$ cat src/rtl/lap_stopwatch_pkg.sv
// rtl/lap_stopwatch_pkg.sv - shared types and BCD limits for the lap stopwatch
package lap_stopwatch_pkg;

    typedef enum logic [1:0] {
        IDLE   = 2'd0,
        RUN    = 2'd1,
        STOP   = 2'd2,
        RECALL = 2'd3
    } state_t;

    localparam logic [3:0] CS_MAX    = 4'd9;
    localparam logic [3:0] SEC10_MAX = 4'd5;
    localparam logic [3:0] MIN10_MAX = 4'd5;

    typedef struct packed {
        logic [3:0] min10;
        logic [3:0] min1;
        logic [3:0] sec10;
        logic [3:0] sec1;
        logic [3:0] cs10;
        logic [3:0] cs1;
    } bcd_time_t;

    // Four-digit display window: minutes/seconds or seconds/centiseconds
    function automatic logic [15:0] sel_field(input bcd_time_t t, input logic sel);
        return sel ? {t.sec10, t.sec1, t.cs10, t.cs1}
                   : {t.min10, t.min1, t.sec10, t.sec1};
    endfunction

endpackage

$ cat src/rtl/bcd_time_counter.sv
// rtl/bcd_time_counter.sv - mm:ss.cc BCD up-counter with same-cycle ripple carry
module bcd_time_counter
    import lap_stopwatch_pkg::*;
(
    input  logic        clk,
    input  logic        reset_p,
    input  logic        clr,
    input  logic        tick,
    output logic [23:0] bcd,
    output logic        wrap
);

    bcd_time_t bcd_q;
    bcd_time_t bcd_d;

    always_comb begin
        bcd_d = bcd_q;
        wrap  = 1'b0;
        if (clr) begin
            bcd_d = '0;
        end else if (tick) begin
            if (bcd_q.cs1 != CS_MAX) bcd_d.cs1 = bcd_q.cs1 + 4'd1;
            else begin
                bcd_d.cs1 = 4'd0;
                if (bcd_q.cs10 != CS_MAX) bcd_d.cs10 = bcd_q.cs10 + 4'd1;
                else begin
                    bcd_d.cs10 = 4'd0;
                    if (bcd_q.sec1 != CS_MAX) bcd_d.sec1 = bcd_q.sec1 + 4'd1;
                    else begin
                        bcd_d.sec1 = 4'd0;
                        if (bcd_q.sec10 != SEC10_MAX) bcd_d.sec10 = bcd_q.sec10 + 4'd1;
                        else begin
                            bcd_d.sec10 = 4'd0;
                            if (bcd_q.min1 != CS_MAX) bcd_d.min1 = bcd_q.min1 + 4'd1;
                            else begin
                                bcd_d.min1 = 4'd0;
                                if (bcd_q.min10 != MIN10_MAX) bcd_d.min10 = bcd_q.min10 + 4'd1;
                                else begin
                                    bcd_d.min10 = 4'd0;
                                    wrap        = 1'b1;
                                end
                            end
                        end
                    end
                end
            end
        end
    end

    always_ff @(posedge clk or posedge reset_p) begin
        if (reset_p) bcd_q <= '0;
        else         bcd_q <= bcd_d;
    end

    assign bcd = bcd_q;

endmodule

$ cat src/rtl/lap_stopwatch_core.sv
// rtl/lap_stopwatch_core.sv - stopwatch control FSM, prescaler and circular lap memory
module lap_stopwatch_core
    import lap_stopwatch_pkg::*;
#(
    parameter int TICK_DIV  = 1_000_000,
    parameter int LAP_DEPTH = 8,
    parameter int CNT_W     = $clog2(LAP_DEPTH + 1)
) (
    input  logic                         clk,
    input  logic                         reset_p,
    input  logic                         start_stop_p,
    input  logic                         lap_p,
    input  logic                         clear_p,
    input  logic                         recall_p,
    input  logic                         disp_sel,
    output logic [23:0]                  time_bcd,
    output logic [15:0]                  disp_value,
    output logic                         running,
    output logic                         recall_active,
    output logic [$clog2(LAP_DEPTH)-1:0] recall_idx,
    output logic [CNT_W-1:0]             lap_count,
    output logic                         lap_full,
    output logic                         overflow
);

    localparam int IDX_W = $clog2(LAP_DEPTH);
    localparam int PW    = $clog2(TICK_DIV);

    state_t             state_q, state_d;
    logic [PW-1:0]      presc_q, presc_d;
    logic [IDX_W-1:0]   wr_ptr_q, wr_ptr_d;
    logic [IDX_W-1:0]   rd_base_q, rd_base_d;
    logic [IDX_W-1:0]   recall_idx_q, recall_idx_d;
    logic [CNT_W-1:0]   lap_count_q, lap_count_d;
    logic               lap_full_q, lap_full_d;
    logic               overflow_q, overflow_d;
    logic [15:0]        disp_q, disp_d;

    logic               tick, wrap, ctr_clr, lap_we;
    logic [IDX_W-1:0]   rd_addr;
    logic [23:0]        lap_mem [LAP_DEPTH];

    bcd_time_counter u_time (
        .clk     (clk),
        .reset_p (reset_p),
        .clr     (ctr_clr),
        .tick    (tick),
        .bcd     (time_bcd),
        .wrap    (wrap)
    );

    assign tick    = (state_q == RUN) && (presc_q == PW'(TICK_DIV - 1));
    assign rd_addr = rd_base_q + recall_idx_q;

    always_comb begin
        state_d      = state_q;
        presc_d      = presc_q;
        wr_ptr_d     = wr_ptr_q;
        rd_base_d    = rd_base_q;
        recall_idx_d = recall_idx_q;
        lap_count_d  = lap_count_q;
        lap_full_d   = lap_full_q;
        overflow_d   = overflow_q | wrap;
        ctr_clr      = 1'b0;
        lap_we       = 1'b0;

        case (state_q)
            IDLE: begin
                if (start_stop_p) state_d = RUN;
                else if (recall_p && lap_count_q != '0) begin
                    state_d      = RECALL;
                    recall_idx_d = '0;
                end
            end
            RUN: begin
                // lap together with stop is the one case where two events both act
                lap_we = lap_p;
                if (start_stop_p) state_d = STOP;
            end
            STOP: begin
                if (clear_p) begin
                    state_d = IDLE;
                    ctr_clr = 1'b1;
                end else if (start_stop_p) state_d = RUN;
                else if (recall_p && lap_count_q != '0) begin
                    state_d      = RECALL;
                    recall_idx_d = '0;
                end
            end
            RECALL: begin
                if (clear_p) begin
                    state_d = IDLE;
                    ctr_clr = 1'b1;
                end else if (start_stop_p) state_d = STOP;
                else if (recall_p) begin
                    if ({1'b0, recall_idx_q} + CNT_W'(1) == lap_count_q) recall_idx_d = '0;
                    else recall_idx_d = recall_idx_q + IDX_W'(1);
                end
            end
            default: state_d = IDLE;
        endcase

        if (ctr_clr) presc_d = '0;
        else if (state_q == RUN) presc_d = tick ? '0 : presc_q + PW'(1);

        if (lap_we) begin
            wr_ptr_d = wr_ptr_q + IDX_W'(1);
            if (lap_count_q == CNT_W'(LAP_DEPTH)) begin
                rd_base_d  = rd_base_q + IDX_W'(1);
                lap_full_d = 1'b1;
            end else begin
                lap_count_d = lap_count_q + CNT_W'(1);
            end
        end

        if (ctr_clr) begin
            wr_ptr_d     = '0;
            rd_base_d    = '0;
            recall_idx_d = '0;
            lap_count_d  = '0;
            lap_full_d   = 1'b0;
            overflow_d   = 1'b0;
        end

        disp_d = sel_field((state_q == RECALL) ? lap_mem[rd_addr] : time_bcd, disp_sel);
    end

    always_ff @(posedge clk or posedge reset_p) begin
        if (reset_p) begin
            state_q      <= IDLE;
            presc_q      <= '0;
            wr_ptr_q     <= '0;
            rd_base_q    <= '0;
            recall_idx_q <= '0;
            lap_count_q  <= '0;
            lap_full_q   <= 1'b0;
            overflow_q   <= 1'b0;
            disp_q       <= '0;
        end else begin
            state_q      <= state_d;
            presc_q      <= presc_d;
            wr_ptr_q     <= wr_ptr_d;
            rd_base_q    <= rd_base_d;
            recall_idx_q <= recall_idx_d;
            lap_count_q  <= lap_count_d;
            lap_full_q   <= lap_full_d;
            overflow_q   <= overflow_d;
            disp_q       <= disp_d;
        end
    end

    // Lap contents are never read before being written, so no reset is needed
    always_ff @(posedge clk) begin
        if (lap_we) lap_mem[wr_ptr_q] <= time_bcd;
    end

    assign disp_value    = disp_q;
    assign running       = (state_q == RUN);
    assign recall_active = (state_q == RECALL);
    assign recall_idx    = recall_idx_q;
    assign lap_count     = lap_count_q;
    assign lap_full      = lap_full_q;
    assign overflow      = overflow_q;

endmodule
$ cat config.mk
export PLATFORM = sky130hd
export DESIGN_NAME = lap_stopwatch_core
export DESIGN_NICKNAME = d
export VERILOG_FILES = /design/src/rtl/lap_stopwatch_pkg.sv /design/src/rtl/bcd_time_counter.sv /design/src/rtl/lap_stopwatch_core.sv
export SDC_FILE = /design/constraint.sdc
export NUM_CORES = 1
export LEC_CHECK = 0
export BUFFER_PORTS_ARGS = -buffer_cell sky130_fd_sc_hd__clkbuf_2
export CAP_MARGIN = 25
export CORE_ASPECT_RATIO = 0.8
export CORE_MARGIN = 2
export CORE_UTILIZATION = 61
export DETAILED_ROUTE_END_ITERATION = 6
export GPL_TIMING_DRIVEN = 0
export PLACE_DENSITY = 0.79
export SLEW_MARGIN = 5
export SYNTH_ARGS = -nofsm -noshare
export SYNTH_HDL_FRONTEND = slang
export SYNTH_SLANG_ARGS = --single-unit
$ cat constraint.sdc
create_clock -name clk -period 3.7 [get_ports clk]
set_input_delay 0.555 -clock clk [delete_from_list [all_inputs] [get_ports clk]]
set_output_delay 0.555 -clock clk [all_outputs]
set_load 0.02 [all_outputs]
==> metrics.md, run 1 <==
| Metric | Value |
|---|---|
| Clk_lat worst skew | 0.54 ns |
| Worst endpoint data arrival time | 3.97 ns |
| Max-slew headroom | 38.1% |
| Critical path, cell by cell | ha_1 > inv_1 > fa_1 > clkbuf_1 > clkbuf_2 > mux4_2 > a211oi_1 > o32ai_1 |
| Congestion Overflow GR | 0 |
| Critical path required time | 4.08 ns |
| Leakage power figure | 4.81 nW |
| Setup CP Type | reg2reg |
| Layout cell share with drive strength beyond 1 | 20.8% |
| Initial Utilization | 62.7% |
| PortBufs | 57 |
| Dpl cells | 1077 |
| TritonRoute pass-1 iters | 6 |
| DIE WIDTH | 157 µm |
| Root Buffer | clkbuf_16 |
| Fin crit share | 96.8% |
| Post-synthesis register bit count | 269 |
| Crit-path max cell delay | 0.59 ns |
| WP buf/inv | 3 |
| Core ar. | 18300 µm² |
| # hold bufs at CTS | 0 |
| Total CTS buffers | 26 |
| FP Rows | 44 |
| Post-synth ARST share | 28.6% |
| Max_cap viols | 0 |
| Largest net degree at the start of global routing | 45 |
| H-tree depth reported by CTS | 1 |
| Initial DRC Count | 868 |
| Unrepaired setup endpoints after global routing | false |
| PwrDens | 602 nW/µm² |
| Avg WL per Cell | 23.2 µm |
| Final Max Slew Viols | 0 |
| Antenna Nets Post-Route | 0 |
| Post-synth top flop | edfxtp_1 |
| Synth top area share | 50.3% |
| Most common cell in the synthesized netlist | edfxtp_1 |
| Synth cell count leaders | edfxtp_1 (192), dfrtp_1 (77), nor2_1 (55) |
| Reg2Reg Setup Slack | 0.12 ns |
| Peak VDD IR | 0.543 mV |
| # IOs | 58 |
| Largest fanout on the critical path | 10 |
| Die H | 127 µm |
| Area contributors post-synth | edfxtp_1 (50%), dfrtp_1 (17%), mux4_2 (9.4%), ha_1 (2.1%), nor2_1 (1.8%) |
| Worst slew pin tran | 0.928 ns |
| Synth unique cells | 52 |
| Main combinational cell family by area after synthesis | multiplexers |
| Post-synthesis cell area | 11500 µm² |
| Synth Area in XOR/XNOR | 1.91% |
| Post-synthesis compound-gate area fraction | 6.55% |
| Ant. Diodes | 0 |
| CTS clk-pin slew, worst paths | 0.06 ns |
| Tmin final | 3.58 ns |
| Synth Area in Simple Gates | 9.91% |
| Synth Warn # | 0 |
| CP top delay family | buffers and inverters |
| Fin nets | 881 |
| Clock Path Buffers | 3 |
| RePlAce Congestion | 0.875 |
| Setup crit start kind | flip-flop |
| DRT Wirelength | 26100 µm |
| Mean Syn Cell Area | 15.0 µm² |
| Initial antenna violation count | 0 |
| Num Clock Sinks | 269 |
| Post-Synth Adder-Cell Area | 2.25% |
| Status | complete, no violations |
| Mux cell area share after synthesis | 10.4% |
| # setup viols final | 0 |
| Endpoints failing hold | 0 |
| Layout Cell Area excl Fill | 13100 µm² |
| Post-CTS setup buffers | 0 |
| Synth Instances | 762 |
| Residual DRC | 0 |
| Area Growth Syn to Fin | 14.5% |
| CTS tree | built |
| Syn nets | 789 |
| Post-cts gate resize count | 1 |
| Synth area leader | edfxtp_1 |
| Seq/Total Area, Yosys | 67.1% |
| Clock Skew | 0.0181 ns |
| Crit end category | flip-flop |
| Critical path's slowest cell | a211oi_1 |
| Setup_tns | 0 ns |
| Vias in the first global route | 7267 |
| Max Fclk | 279 MHz |
| DP HPWL | 16700 µm |
| Vias per inst | 6.39 |
| Global-route wire length before repair | 41200 µm |
| DIE AREA | 19900 µm² |
| Placed cell areas | 12200 µm² |
| Via count | 7201 |
| Tot GR Track Use | 27.4% |
| Worst hold path type | in2async |
| Post-synth EDFFs | 192 |
| Layout Cells excl Fill | 1127 |
## worst reg2reg max path, cell delays in order (launching register included)
cell,delay (ns)
dfrtp_1,0.46
ha_1,0.19
inv_1,0.05
fa_1,0.57
clkbuf_1,0.55
clkbuf_2,0.44
mux4_2,0.36
a211oi_1,0.59
o32ai_1,0.22
## layout make-up
class,count,area [µm²]
Sequential cell,269,7690
Fill cell,1154,5160
Multi-Input combinational cell,438,3620
Clock buffer,36,728
Timing Repair Buffer,64,397
Tap cell,253,317
Clock inverter,12,150
Buffer,30,118
Inverter,25,96.3
## kinds of logic (layout without fill, tap and decap cells)
family          after synthesis  after routing
fa+ha+maj                    20             20
compound gates              118            118
xor+xnor                     25             25
simple gates                216            216
flops                       269            269
buf+inv                      55            167
mux                          59             59
## registers in the layout, indices dropped and copies added, names as in the netlist, 3 cells and up
| name | cells |
|---|---|
| wr_ptr_q | 3 |
| lap_count | 4 |
| presc_q | 20 |
| disp_value | 16 |
| recall_idx | 3 |
| rd_base_q | 3 |
| lap_mem | 192 |
| u_time.bcd | 24 |
## final timing paths
check                                           from                      end  depth (start not counted)
hold reg to reg                 lap_full$_DFFE_PP0P_     lap_full$_DFFE_PP0P_                          2
max in group asynchronous                    reset_p   presc_q[8]$_DFFE_PP0P_                          3
min in group clk                        start_stop_p     state_q[0]$_DFF_PP0_                          2
setup / recovery           recall_idx[0]$_DFFE_PP0P_  disp_value[3]$_DFF_PP0_                          8
setup reg to reg           recall_idx[0]$_DFFE_PP0P_  disp_value[3]$_DFF_PP0_                          8
hold / removal                               reset_p  disp_value[2]$_DFF_PP0_                          2
## power by group
part | internal [mW] | switching (mW)
sequential | 3.47 | 0.129
combinational | 0.613 | 0.994
clock | 1.59 | 1.10
## layout by cell type, fill, tap and decap left out, types with 6 or more instances in the layout
| cell | instances |
|---|---|
| ha_1 | 19 |
| or3_1 | 11 |
| o32ai_1 | 7 |
| nand2_1 | 49 |
| a21oi_1 | 26 |
| inv_1 | 24 |
| dfrtp_1 | 77 |
| xor2_1 | 10 |
| mux2i_1 | 8 |
| xnor2_1 | 15 |
| clkbuf_2 | 59 |
| and2_1 | 6 |
| nand3_1 | 15 |
| nor2b_1 | 22 |
| clkbuf_1 | 27 |
| nor2_1 | 49 |
| a211oi_1 | 21 |
| edfxtp_1 | 192 |
| nor3_1 | 6 |
| o31ai_1 | 7 |
| mux4_2 | 48 |
| nand3b_1 | 8 |
| nor2_4 | 6 |
| clkbuf_16 | 26 |
| nand4_1 | 12 |
| or4_1 | 6 |
| o21ai_0 | 34 |
## per-layer routing
layer / track usage [%] / routed length [µm] / up-vias
li1: - / - / 3111
met5: 0 / 0 / -
met3: 4.65 / 2370 / 81
met2: 43.9 / 12400 / 434
met4: 7.59 / 851 / 0
met1: 39.7 / 10500 / 3575
## through the flow
stage | power, mW | worst slack (ns) | hold WS (ns) | utilization (%)
after floorplan | 4.69 | 0.515 | 0.473 | -
after global placement | 5.09 | -1.13 | 0.484 | 66.0
after detailed placement | 5.22 | -0.0265 | 0.514 | 66.8
after CTS | 7.89 | 0.0858 | 0.0356 | 71.6
after global routing | 8.17 | 0.00194 | 0.0700 | 71.8
final | 7.89 | 0.118 | 0.0311 | 71.8
Note: power is estimated with default switching activity, not from simulation.
==> run 2: changes to the inputs <==
Settings changed: SYNTH_HIERARCHICAL set to 1.
==> run 2 against run 1 <==
  * First-iteration DRC count shrank 1.3%
  * Critical path depth is the same
  * Area after synthesis grew 0.33%
  * Clock skew shrank 0.0088 ns
  * Sequential power grew 3%
  * Design area grew 0.62%
  * Clock-buffer cell count is the same
  * Register-to-register slack gained 0.06 ns
  * Power grew 5.9%
  * Setup slack gained 0.056 ns
  * Fmax grew 1.6%
==> metrics.md, run 2 <==
| Metric | Value |
|---|---|
| Syn nets | 791 |
| Crit-path max cell delay | 0.61 ns |
| Post-synth ARST share | 28.6% |
| Synth Instances | 764 |
| Clock Skew | 0.00926 ns |
| Vias per inst | 6.45 |
| Antenna Nets Post-Route | 0 |
| Avg WL per Cell | 23.6 µm |
| Root Buffer | clkbuf_16 |
| Max FFs per register | 192 |
| Endpoints failing hold | 0 |
| CTS clk-pin slew, worst paths | 0.06 ns |
| CTS tree | built |
| Vias in the first global route | 7227 |
| Status | complete, no violations |
| Synth Warn # | 6 |
| Unrepaired setup endpoints after global routing | false |
| Setup crit start kind | flip-flop |
| Synth Area in XOR/XNOR | 1.75% |
| Crit end category | flip-flop |
| CP top delay family | compound AO/OA/AOI/OAI gates |
| Setup CP Type | reg2reg |
| PwrDens | 633 nW/µm² |
| Global-route wire length before repair | 41300 µm |
| Post-synthesis register bit count | 269 |
| Peak VDD IR | 0.522 mV |
| Seq/Total Area, Yosys | 66.9% |
| Critical path required time | 4.05 ns |
| RePlAce Congestion | 0.898 |
| Synth area leader | edfxtp_1 |
| Ant. Diodes | 0 |
| Worst hold slack | 0.337 ns |
| Post-Synth Adder-Cell Area | 2.24% |
| Worst hold path type | in2reg |
| Post-synthesis cell area | 11500 µm² |
| Largest fanout on the critical path | 10 |
| Area Growth Syn to Fin | 14.8% |
| Main combinational cell family by area after synthesis | multiplexers |
| Die H | 127 µm |
| Initial DRC Count | 857 |
| PortBufs | 57 |
| Post-synth top flop | edfxtp_1 |
| Residual DRC | 0 |
| WP buf/inv | 3 |
| Max Fclk | 284 MHz |
| Commonest cells after routing, fill and taps aside | edfxtp_1 (192), dfrtp_1 (77), clkbuf_2 (60) |
| Area of the multi-input gates | 3600 µm² |
| Initial Utilization | 62.7% |
| Most common cell in the synthesized netlist | edfxtp_1 |
| Number of fill cells | 1131 |
| Initial antenna violation count | 0 |
| Post-synthesis compound-gate area fraction | 7.73% |
| Post-CTS setup buffers | 0 |
| Most common cell after layout, fill and taps aside | edfxtp_1 |
| Leakage power figure | 4.96 nW |
| # IOs | 58 |
| DP HPWL | 17500 µm |
| Area contributors post-synth | edfxtp_1 (50%), dfrtp_1 (17%), mux4_2 (9.4%), o21ai_0 (2.2%), ha_1 (2.1%) |
| Sequential cell area | 7690 µm² |
| DIE AREA | 20000 µm² |
| Clock Path Buffers | 3 |
| Final Max Slew Viols | 0 |
| Worst slew pin tran | 0.945 ns |
| H-tree depth reported by CTS | 1 |
| Critical path, cell by cell | ha_1 > inv_1 > fa_1 > clkbuf_2 > clkbuf_2 > mux4_2 > a211oi_1 > o22ai_1 |
| Post-synth EDFFs | 192 |
| Top reg by flops | lap_mem |
| Mean Syn Cell Area | 15.0 µm² |
| Synth Area in Simple Gates | 9.55% |
| Tmin final | 3.53 ns |
| Mux cell area share after synthesis | 9.67% |
| Total CTS buffers | 26 |
| Cell mode on critical path | clkbuf_2 |
| DRT Wirelength | 26700 µm |
| Max_cap viols | 0 |
| TritonRoute pass-1 iters | 5 |
| Fin util | 72.0% |
| Layout cell share with drive strength beyond 1 | 22.0% |
| Fin crit share | 95.3% |
| Tot GR Track Use | 27.5% |
| FP Rows | 44 |
| Core ar. | 18300 µm² |
| Num Clock Sinks | 269 |
| Synth cell count leaders | edfxtp_1 (192), dfrtp_1 (77), o21ai_0 (50) |
| Critical path's slowest cell | a211oi_1 |
| Via count | 7294 |
| Fin nets | 885 |
| # setup viols final | 0 |
| Congestion Overflow GR | 0 |
| DIE WIDTH | 157 µm |
| Synth unique cells | 59 |
| Synth top area share | 50.1% |
| Largest net degree at the start of global routing | 38 |
| Worst endpoint data arrival time | 3.87 ns |
| Max-slew headroom | 36.9% |
| Clk_lat worst skew | 0.53 ns |
run 2: cell families after synthesis:
logic type,after synthesis
compound gates,142
flops,269
buf+inv,59
xor+xnor,23
fa+ha+maj,20
mux,51
simple gates,200
run 2: what timing repair did:
action / CTS / global route
hold endpoints to repair: 0 / 2
resized for setup: 2 / 2
endpoints found under the setup margin: 7 / 3
hold buffers: 0 / 1
run 2: report_power, final:
group / internal [mW] / switching [mW]
Combinational: 0.706 / 1.13
Sequential: 3.50 / 0.197
Clock: 1.70 / 1.12
run 2: metal layers:
layer / GRT usage (%) / part of all wire [%] / vias up
met4: 7.27 / 2.6 / 0
met3: 5.02 / 8.5 / 54
li1: - / - / 3150
met5: 0 / 0 / -
met2: 42.1 / 47 / 379
met1: 41.7 / 42 / 3711
run 2: worst min-delay path: cells and delay by family:
family / cells / cell delay [ns]
AO/OA/AOI/OAI: 1 / 0.07
buffers and inverters: 1 / 0.11
AND/OR/NAND/NOR: 1 / 0.09
run 2: path summary, 6_finish.rpt:
check                      slack (ns)  cells after the start                        end                 startpoint
max                              0.17                      8   disp_value[11]$_DFF_PP0_  recall_idx[0]$_DFFE_PP0P_
min                              0.34                      3       state_q[1]$_DFF_PP0_               start_stop_p
max reg2reg                      0.17                      8   disp_value[11]$_DFF_PP0_  recall_idx[0]$_DFFE_PP0P_
min reg2reg                      0.50                      2       lap_full$_DFFE_PP0P_       lap_full$_DFFE_PP0P_
max in group asynchronous        2.57                      4   lap_count[0]$_DFFE_PP0P_                    reset_p
min in group asynchronous        0.49                      3  u_time/bcd[7]$_DFFE_PP0P_                    reset_p
run 2: stage by stage:
stage | total power [mW] | setup TNS (ns) | instances | instance area [µm²] | setup slack [ns]
2_1_floorplan | 4.95 | 0 | 764 | 11500 | 0.220
3_3_place_gp | 5.43 | -51.57 | 1074 | 12100 | -1.20
3_5_place_dp | 5.55 | -0.287 | 1081 | 12200 | -0.175
4_1_cts | 8.35 | 0 | 1129 | 13200 | 0.00706
5_1_grt | 8.66 | 0 | 1131 | 13200 | 0.150
6_report | 8.35 | 0 | 1131 | 13200 | 0.173
run 2: area by class of cell:
cell class	count	area share, %
inverters	22	0.626
plain buffers	37	1.27
multi-input cells	436	27.3
well taps	253	2.40
repair buffers	66	3.11
clock inverters	12	1.34
clock buffers	36	5.68
flip-flops and latches	269	58.3
